## src/rtl/uart_frame_loader_pkg.sv

```systemverilog
// Shared constants and types for the UART image-packet framing stage.
// Sync bytes, FSM encoding, error codes and the slot address helper.
package uart_frame_loader_pkg;

    localparam logic [7:0] SYNC0 = 8'hA5;
    localparam logic [7:0] SYNC1 = 8'h5A;

    typedef enum logic [2:0] {
        ST_IDLE,
        ST_SYNC2,
        ST_SLOT,
        ST_DATA,
        ST_CHECK
    } state_t;

    localparam logic [1:0] ERR_NONE    = 2'd0;
    localparam logic [1:0] ERR_TIMEOUT = 2'd1;
    localparam logic [1:0] ERR_SLOT    = 2'd2;
    localparam logic [1:0] ERR_SUM     = 2'd3;

    function automatic logic [22:0] slot_addr(
        input logic [22:0] base,
        input logic [22:0] stride,
        input logic [7:0]  slot
    );
        return base + stride * {15'd0, slot};
    endfunction

endpackage

```

## src/rtl/uart_frame_loader_timeout.sv

```systemverilog
// Inter-byte idle watchdog for the framing stage.
// Counts idle cycles while not cleared; expire pulses on the last one.
module frame_byte_timeout #(
    parameter int TIMEOUT_CYC = 2_500_000
) (
    input  logic clk,
    input  logic rst_n,
    input  logic clr,
    output logic expire
);

    localparam int CNT_W = (TIMEOUT_CYC > 1) ? $clog2(TIMEOUT_CYC) : 1;
    localparam logic [CNT_W-1:0] CNT_LAST = CNT_W'(TIMEOUT_CYC - 1);

    logic [CNT_W-1:0] idle_cnt;

    // A byte arriving on the final cycle clears the count, so it wins.
    assign expire = !clr && (idle_cnt == CNT_LAST);

    // Idle cycle counter, restarted by every byte and while parked in IDLE
    always_ff @(posedge clk) begin
        if (!rst_n) begin
            idle_cnt <= '0;
        end else if (clr || expire) begin
            idle_cnt <= '0;
        end else begin
            idle_cnt <= idle_cnt + 1'b1;
        end
    end

endmodule

```

## src/rtl/uart_frame_loader.sv

```systemverilog
// Parses A5 5A <slot> <pixels> <sum> packets from uart_rx into SDRAM WR1.
// Loads the slot base address, streams pixels, and tracks per-slot validity.
module uart_frame_loader
    import uart_frame_loader_pkg::*;
#(
    parameter int          PIXELS      = 307200,
    parameter int          SLOTS       = 4,
    parameter logic [22:0] BASE_ADDR   = 23'h100000,
    parameter logic [22:0] SLOT_STRIDE = 23'h04B000,
    parameter int          TIMEOUT_CYC = 2_500_000
) (
    input  logic             iCLK,
    input  logic             iRST_N,
    input  logic [7:0]       iRX_DATA,
    input  logic             iRX_FLAG,
    input  logic             iENABLE,
    output logic [15:0]      oWR_DATA,
    output logic             oWR_EN,
    output logic             oLOAD,
    output logic [22:0]      oWR_ADDR,
    output logic             oBUSY,
    output logic             oDONE,
    output logic             oERR,
    output logic [1:0]       oERR_CODE,
    output logic [SLOTS-1:0] oSLOT_VALID
);

    localparam int PIX_W  = (PIXELS > 1) ? $clog2(PIXELS) : 1;
    localparam int SLOT_W = (SLOTS > 1) ? $clog2(SLOTS) : 1;
    localparam logic [PIX_W-1:0] PIX_LAST = PIX_W'(PIXELS - 1);
    localparam logic [31:0]      SLOT_LIM = 32'(SLOTS);

    state_t            state;
    logic [PIX_W-1:0]  pix_cnt;
    logic [7:0]        sum;
    logic [SLOT_W-1:0] slot_q;
    logic              tmo_clr;
    logic              tmo_expire;

    assign tmo_clr = iRX_FLAG || (state == ST_IDLE);

    frame_byte_timeout #(
        .TIMEOUT_CYC(TIMEOUT_CYC)
    ) u_timeout (
        .clk   (iCLK),
        .rst_n (iRST_N),
        .clr   (tmo_clr),
        .expire(tmo_expire)
    );

    // Packet FSM; every output is registered and pulses default low
    always_ff @(posedge iCLK) begin
        if (!iRST_N) begin
            state       <= ST_IDLE;
            pix_cnt     <= '0;
            sum         <= '0;
            slot_q      <= '0;
            oWR_DATA    <= '0;
            oWR_EN      <= 1'b0;
            oLOAD       <= 1'b0;
            oWR_ADDR    <= BASE_ADDR;
            oBUSY       <= 1'b0;
            oDONE       <= 1'b0;
            oERR        <= 1'b0;
            oERR_CODE   <= ERR_NONE;
            oSLOT_VALID <= '0;
        end else begin
            oWR_EN <= 1'b0;
            oLOAD  <= 1'b0;
            oDONE  <= 1'b0;
            oERR   <= 1'b0;
            if (iRX_FLAG) begin
                unique case (state)
                    ST_IDLE: begin
                        if (iRX_DATA == SYNC0 && iENABLE) begin
                            state     <= ST_SYNC2;
                            oBUSY     <= 1'b1;
                            oERR_CODE <= ERR_NONE;
                        end
                    end
                    ST_SYNC2: begin
                        if (iRX_DATA == SYNC1) begin
                            state <= ST_SLOT;
                        end else if (iRX_DATA != SYNC0) begin
                            state <= ST_IDLE;
                            oBUSY <= 1'b0;
                        end
                    end
                    ST_SLOT: begin
                        if ({24'd0, iRX_DATA} < SLOT_LIM) begin
                            state    <= ST_DATA;
                            slot_q   <= iRX_DATA[SLOT_W-1:0];
                            oLOAD    <= 1'b1;
                            oWR_ADDR <= slot_addr(BASE_ADDR,
                                                  SLOT_STRIDE,
                                                  iRX_DATA);
                            oSLOT_VALID[iRX_DATA[SLOT_W-1:0]] <= 1'b0;
                            pix_cnt  <= '0;
                            sum      <= '0;
                        end else begin
                            state     <= ST_IDLE;
                            oBUSY     <= 1'b0;
                            oERR      <= 1'b1;
                            oERR_CODE <= ERR_SLOT;
                        end
                    end
                    ST_DATA: begin
                        oWR_EN   <= 1'b1;
                        oWR_DATA <= {8'h00, iRX_DATA};
                        sum      <= sum + iRX_DATA;
                        pix_cnt  <= pix_cnt + 1'b1;
                        if (pix_cnt == PIX_LAST) begin
                            state <= ST_CHECK;
                        end
                    end
                    ST_CHECK: begin
                        state <= ST_IDLE;
                        oBUSY <= 1'b0;
                        if (iRX_DATA == sum) begin
                            oDONE               <= 1'b1;
                            oSLOT_VALID[slot_q] <= 1'b1;
                        end else begin
                            oERR      <= 1'b1;
                            oERR_CODE <= ERR_SUM;
                        end
                    end
                    default: begin
                        state <= ST_IDLE;
                        oBUSY <= 1'b0;
                    end
                endcase
            end else if (tmo_expire) begin
                state     <= ST_IDLE;
                oBUSY     <= 1'b0;
                oERR      <= 1'b1;
                oERR_CODE <= ERR_TIMEOUT;
            end
        end
    end

endmodule

```

## config.mk

```make
export PLATFORM = sky130hd
export DESIGN_NAME = uart_frame_loader
export DESIGN_NICKNAME = d
export VERILOG_FILES = /design/src/rtl/uart_frame_loader_pkg.sv /design/src/rtl/uart_frame_loader_timeout.sv /design/src/rtl/uart_frame_loader.sv
export SDC_FILE = /design/constraint.sdc
export NUM_CORES = 1
export LEC_CHECK = 0
export ABC_CLOCK_PERIOD_IN_PS = 8800
export BUFFER_PORTS_ARGS = -buffer_cell sky130_fd_sc_hd__clkbuf_2
export CAP_MARGIN = 10
export CELL_PAD_IN_SITES_DETAIL_PLACEMENT = 1
export CELL_PAD_IN_SITES_GLOBAL_PLACEMENT = 1
export CORE_ASPECT_RATIO = 1.75
export CORE_MARGIN = 5
export CORE_UTILIZATION = 47
export CTS_CLUSTER_DIAMETER = 40
export CTS_CLUSTER_SIZE = 16
export DETAILED_ROUTE_END_ITERATION = 8
export GPL_TIMING_DRIVEN = 0
export PLACE_DENSITY = 0.83
export RECOVER_POWER = 25
export SLEW_MARGIN = 20
export SYNTH_ARGS = -nofsm -noshare
export SYNTH_HDL_FRONTEND = slang
export SYNTH_HIERARCHICAL = 1
export SYNTH_SLANG_ARGS = --single-unit
export TNS_END_PERCENT = 1
```

## constraint.sdc

```tcl
create_clock -name iCLK -period 8.8 [get_ports iCLK]
set_input_delay 2.2 -clock iCLK [delete_from_list [all_inputs] [get_ports iCLK]]
set_output_delay 2.2 -clock iCLK [all_outputs]
set_load 0.02 [all_outputs]
```

=== Yosys cells after proc, flatten, opt, wreduce, memory -nomap -nowiden ===
Cells that the tools add are included.

* Add/sub/neg operators: 4
* Shift-type cells: 0
* Bitwise gates (word level): 4
* Reductions and logical operators: 22
* Div/mod/pow operators: 0
* Order comparisons: 5
* Multiply operators: 1
* Eq/ne operators: 21
* Muxes and demuxes: 40

{| class="wikitable"
|+ Operators by type and width
! cell !! number
|-
| 19-bit case mux with 2 select lines || 1
|-
| 21-bit by 23-bit adder with 23-bit output (first input constant) || 1
|-
| 22-bit by 1-bit adder with 22-bit output (second input constant) || 1
|-
| 22-bit == test (second input constant) || 1
|-
| 19-bit by 1-bit adder with 19-bit output (second input constant) || 1
|-
| 19-bit == test (second input constant) || 1
|-
| 19-bit two-way mux || 1
|-
| 3-bit two-way mux || 6
|-
| 8-bit case mux with 2 select lines || 1
|-
| 1-bit two-way mux || 15
|-
| 3-bit != test (second input constant) || 5
|-
| 2-bit two-way mux || 6
|-
| 3-bit case mux with 4 select lines || 1
|-
| 3-bit AND reduction || 4
|-
| 7-bit by 8-bit multiplier with 11-bit output (first input constant) || 1
|-
| 8-bit adder || 1
|-
| 8-bit by 7-bit == test with 1-bit output (second input constant) || 1
|-
| 8-bit == test || 1
|-
| 8-bit == test (second input constant) || 1
|-
| 8-bit by 3-bit < comparator with 1-bit output (second input constant) || 1
|-
| 4-bit two-way mux || 2
|-
| 8-bit two-way mux || 1
|-
| 8-bit != test (second input constant) || 1
|-
| 4-bit case mux with 2 select lines || 1
|-
| 27 further kinds || 41
|}

* Bits in latches: 0
* Memory bits (writable): 0
* Bits in read-only memories: 0
* Flip-flop bits (word level): 96
* Output and inout bits: 50
* Word-level logic and storage cells: 111
* Memories kept: 0

=== Depth between registers and ports, before layout ===
* Word-level depth: 8
* Depth in mapped cells: 16
* Mapped depth without buffers: 16

=== Cells and area by module ===
Netlist, hierarchy kept.

{| class="wikitable"
|+ Modules (own cells, without submodules)
! module !! area each (um2) !! cells an instance !! instances !! seq. area each (um2)
|-
| uart_frame_loader || 3888.7 || 454 || 1 || 1221.2
|-
| frame_byte_timeout || 1024.7 || 120 || 1 || 440.4
|}

=== Worst setup path after synthesis ===
Ideal clock, no wire load.

* Path type: input -> register
* From: input port iRX_DATA[4]
* To: register oWR_ADDR[22]
* Stages on the path: 16
* Arrival time: 5442 ps
* Required time: 8678 ps
* Slack: 3236 ps
* Path through: ha_1 -> ha_1 -> inv_1 -> fa_1 -> fa_1 -> inv_1 -> ha_1 -> o2111ai_1 -> nand3b_1 -> xor2_1 -> ha_1 -> xor2_1 -> xnor2_1 -> xnor2_1 -> xnor2_1 -> a21oi_1

* Cells in the longest elaborated chain, start to end: 2
* Elaborated cells between the ends (all ways): 4
* Those cells by class: add/sub: 1; mul: 1; order compare: 1; reduce/logical: 1

{| class="wikitable"
|+ Ends and longest elaborated chain
! item !! line !! text
|-
| start: declaration || uart_frame_loader.sv:14 || <nowiki>input logic [7:0] iRX_DATA,</nowiki>
|-
| 7-bit by 8-bit multiplier with 11-bit output or 8-bit by 3-bit < comparator with 1-bit output (tied branches) || uart_frame_loader_pkg.sv:26, uart_frame_loader.sv:90 ||
|-
| 21-bit by 23-bit adder with 23-bit output or 3-bit AND reduction (tied branches) || -- ||
|-
| end signal: assignment || uart_frame_loader.sv:94 || <nowiki>oWR_ADDR <= slot_addr(BASE_ADDR,</nowiki>
|-
| end: declaration || uart_frame_loader.sv:20 || <nowiki>output logic [22:0] oWR_ADDR,</nowiki>
|}

Parallel ways exist; a longest one is shown, timed or not.
A chain may end at the register's enable or synchronous reset.

=== Final worst setup path ===
Same ends and word-level chain as after synthesis.

==> flow_metrics.py <==
metrics = {
    "logic_synthesis": {
        "synth_cells": 574,
        "ys_ff_latch": 83,
        "yosys.area_share.adder_pct": 13.4,
        "yosysSeqAreaShare_pct": 33.8,
        "synth-edff-count": 0,
        "synth_cell_type_count": 61,
        "synth_mux_area_share_pct": 1.27,
        "syn_area_per_cell_sq_um": 8.56,
        "synth-simple-area-share_pct": 24.4,
        "synth_warnings": 6,
        "synth-xor-area-share_pct": 7.49,
        "synth-compound-area-share_pct": 11.7,
        "synth_top_family_by_area": "simple AND/OR/NAND/NOR gates",
        "async_flop_share_pct": 0,
        "syn_area_sq_um": 4910,
        "ys.flop_type": "dfxtp_1",
    },
    "setup_path": {
        "critPathMaxStageDelay_ns": 0.52,
        "cp_common_cell": "ha_1",
        "crit_path_end_kind": "flip-flop",
        "crit_required_ns": 9.02,
        "crit_type": "in -> reg",
        "crit_slowest_cell": "fa_1",
        "path_cells": "clkbuf_2 -> ha_1 -> ha_1 -> inv_1 -> fa_1 -> fa_1 -> inv_1 -> ha_1 -> o2111ai_1 -> nand3b_1 -> xor2_1 -> ha_1 -> xor2_1 -> xnor2_1 -> xnor2_1 -> xnor2_1 -> a21oi_1",
        "start_kind": "primary input",
        "arrival_ns": 6.16,
        "worst-path-max-fanout": 9,
    },
    "floorplan": {
        "die_w_um": 87.3,
        "ios": 62,
        "core_region_area_sq_um": 10200,
        "dieArea_sq_um": 12700,
        "row_count": 49,
        "die_y_um": 145,
        "start_util_pct": 48.0,
    },
    "pwr": {
        "p_per_area_nw_per_um2": 171,
        "p_leak_nw": 2.17,
        "ir_drop_uv": 103,
        "power_mw": 0.962,
    },
    "clocking": {
        "clkTransAtPathRegs_ns": 0.07,
        "clock-sinks": 83,
        "cts_tree": "yes",
        "cts_htree_levels": 3,
        "cts_hold_buf": 0,
        "insertion_delay_ns": 0.34,
        "postCtsSetupBuffers": 0,
        "post_cts_resized": 0,
        "cts_root_buffer": "clkbuf_16",
        "numCtsBuffers": 9,
        "clk_path_buf_depth": 2,
    },
    "timing": {
        "fmax_mhz": 168,
        "hold_viol": 0,
        "period_share_pct": 67.5,
        "finalCriticalPeriod_ns": 5.94,
        "slew_violations": 0,
        "setup_ws_ns": 2.86,
        "skew_ns": 0.0118,
        "worst_pin_slew_ns": 0.684,
        "finalSetupTns_ns": 0,
        "rsz0062_at_grt": "no",
        "finalSetupViolations": 0,
        "slew_headroom_pct": 53.7,
        "fin_hold_ws_ns": 0.463,
    },
    "global_route": {
        "grt_pass1_wl_um": 23300,
        "grtUsageTotal_pct": 23.1,
        "grt-ovfl-total": 0,
        "antenna_found_initial": 0,
        "grt_pass1_vias": 4853,
        "grt_max_degree": 17,
    },
    "outcome": {
        "outcome": "complete, no violations",
    },
    "place": {
        "globalplace.congestion": 0.870,
        "dp.cells": 761,
        "port-buffer-count": 41,
        "place_ws_ns": 2.52,
        "dp_hpwl_um": 10800,
    },
    "detailed_routing": {
        "wl_per_cell_um": 18.0,
        "firstDrtPassIters": 4,
        "ant_nets": 0,
        "vias": 4407,
        "drcViolationCount": 0,
        "routed_wl_um": 14000,
        "via_per_inst": 5.67,
        "dr.first_iter.drc_count": 124,
    },
    "layout": {
        "drive_gt1_share_pct": 12.3,
        "diodes": 0,
        "num-nets-final": 705,
        "area.growth.synth_to_final_pct": 14.4,
        "instances_no_fill": 777,
    },
    "run": {
        "cap_violations": 0,
    },
    "worst_hold_path": {
        "hold_path.class": "reg -> reg",
    },
}
placed cells by master, fill, tap and decap left out, types with 13 or more instances in the layout:
cell | Yosys | layout
dfxtp_1 | 83 | 83
nand2_1 | 63 | 64
nor2_1 | 46 | 46
ha_1 | 40 | 40
clkbuf_1 | 13 | 39
a21oi_1 | 38 | 38
xnor2_1 | 29 | 29
inv_1 | 26 | 26
buf_4 | 21 | 21
conb_1 | 1 | 20
nand3_1 | 19 | 19
o21ai_0 | 16 | 17
nand4_1 | 17 | 17
clkbuf_2 | 2 | 17
xor2_1 | 13 | 13
registers in the layout, summed over array words and instances, names as in the netlist, 2 cells and up:
register and cells:
oERR_CODE 2, oSLOT_VALID 4, oWR_ADDR 10, oWR_DATA 8, pix_cnt 19, slot_q 2, state 3, sum 8
u_timeout/idle_cnt 22
per-layer routing:
metal	vias up	share of wire, %	global-route usage [%]
li1	2118	-	-
met2	90	58	44.9
met4	0	3.6	11.1
met1	2161	36	22.5
met3	38	2.5	3.18
met5	-	0	0
worst paths after layout:
path	startpoint	endpoint	slack (ns)	depth (start not counted)
setup / recovery	iRX_DATA[4]	oWR_ADDR[22]	2.86	17
hold / removal	oWR_ADDR[16]	oWR_ADDR[16]	0.46	2
setup reg to reg	u_timeout/idle_cnt[0]	state[1]	6.26	9
hold reg to reg	oWR_ADDR[16]	oWR_ADDR[16]	0.46	2
cell families (layout without fill, tap and decap cells):
logic type                 count (synthesis)  in the layout
buffers and inverters                     72            129
AOI/OAI and AO/OA                         94             94
adders and majority gates                 48             48
muxes                                      6              6
xor gates and xnor gates                  42             42
DFF                                       83             83
and+or+nand+nor                          228            228
other                                      1             20
cell usage after synthesis (4+ instances only):
| library cell | number | area, sq um |
|---|---|---|
| a21oi_1 | 38 | 190 |
| nor3_1 | 12 | 60.1 |
| a31oi_1 | 6 | 37.5 |
| buf_2 | 7 | 35.0 |
| o21ai_0 | 16 | 80.1 |
| xor2_1 | 13 | 114 |
| dfxtp_1 | 83 | 1660 |
| fa_1 | 8 | 160 |
| nand2b_1 | 4 | 25.0 |
| buf_4 | 21 | 158 |
| nor4_1 | 9 | 56.3 |
| inv_1 | 26 | 97.6 |
| nand4_1 | 17 | 106 |
| a211oi_1 | 5 | 37.5 |
| xnor2_1 | 29 | 254 |
| clkbuf_1 | 13 | 48.8 |
| nor2_1 | 46 | 173 |
| and3_1 | 6 | 37.5 |
| mux2i_1 | 4 | 40.0 |
| nor4b_1 | 8 | 70.1 |
| or3_1 | 12 | 75.1 |
| or4_1 | 4 | 30.0 |
| or2_2 | 4 | 25.0 |
| o31ai_1 | 5 | 37.5 |
| nand2_1 | 63 | 236 |
| nand3_1 | 19 | 95.1 |
| nor2b_1 | 4 | 25.0 |
| ha_1 | 40 | 500 |
worst max-delay path: cells and delay by family:
| kind | cells | cell delay [ns] |
|---|---|---|
| buffers and inverters | 3 | 0.31 |
| and+or+nand+nor | 1 | 0.15 |
| xor gates and xnor gates | 5 | 0.99 |
| AOI/OAI and AO/OA | 2 | 0.26 |
| adders and majority gates | 6 | 2.24 |
stage by stage:
stage               utilization [%]  area [sq um]
floorplan                         -          4980
detailed placement             52.2          5350
global route                   54.9          5620
CTS                            55.2          5660
global placement               52.2          5350
finish                         54.9          5620
area by class of cell:
class                   instances  area, sq um
clock buffers                   9          225
clock inverters                 7         81.3
repair buffers                 41          173
plain buffers                  46          285
inverters                      26         97.6
multi-input cells             438         2940
fillers                      1286         4620
flip-flops and latches         83         1660
well taps                     127          159
report_power, final:
group / internal [mW] / leakage, nW / switching [mW]
registers: 0.376 / 0.669 / 0.000606
logic: 0.0803 / 1.35 / 0.111
clock network: 0.225 / 0.148 / 0.168
(Power assumes the default switching activity.)
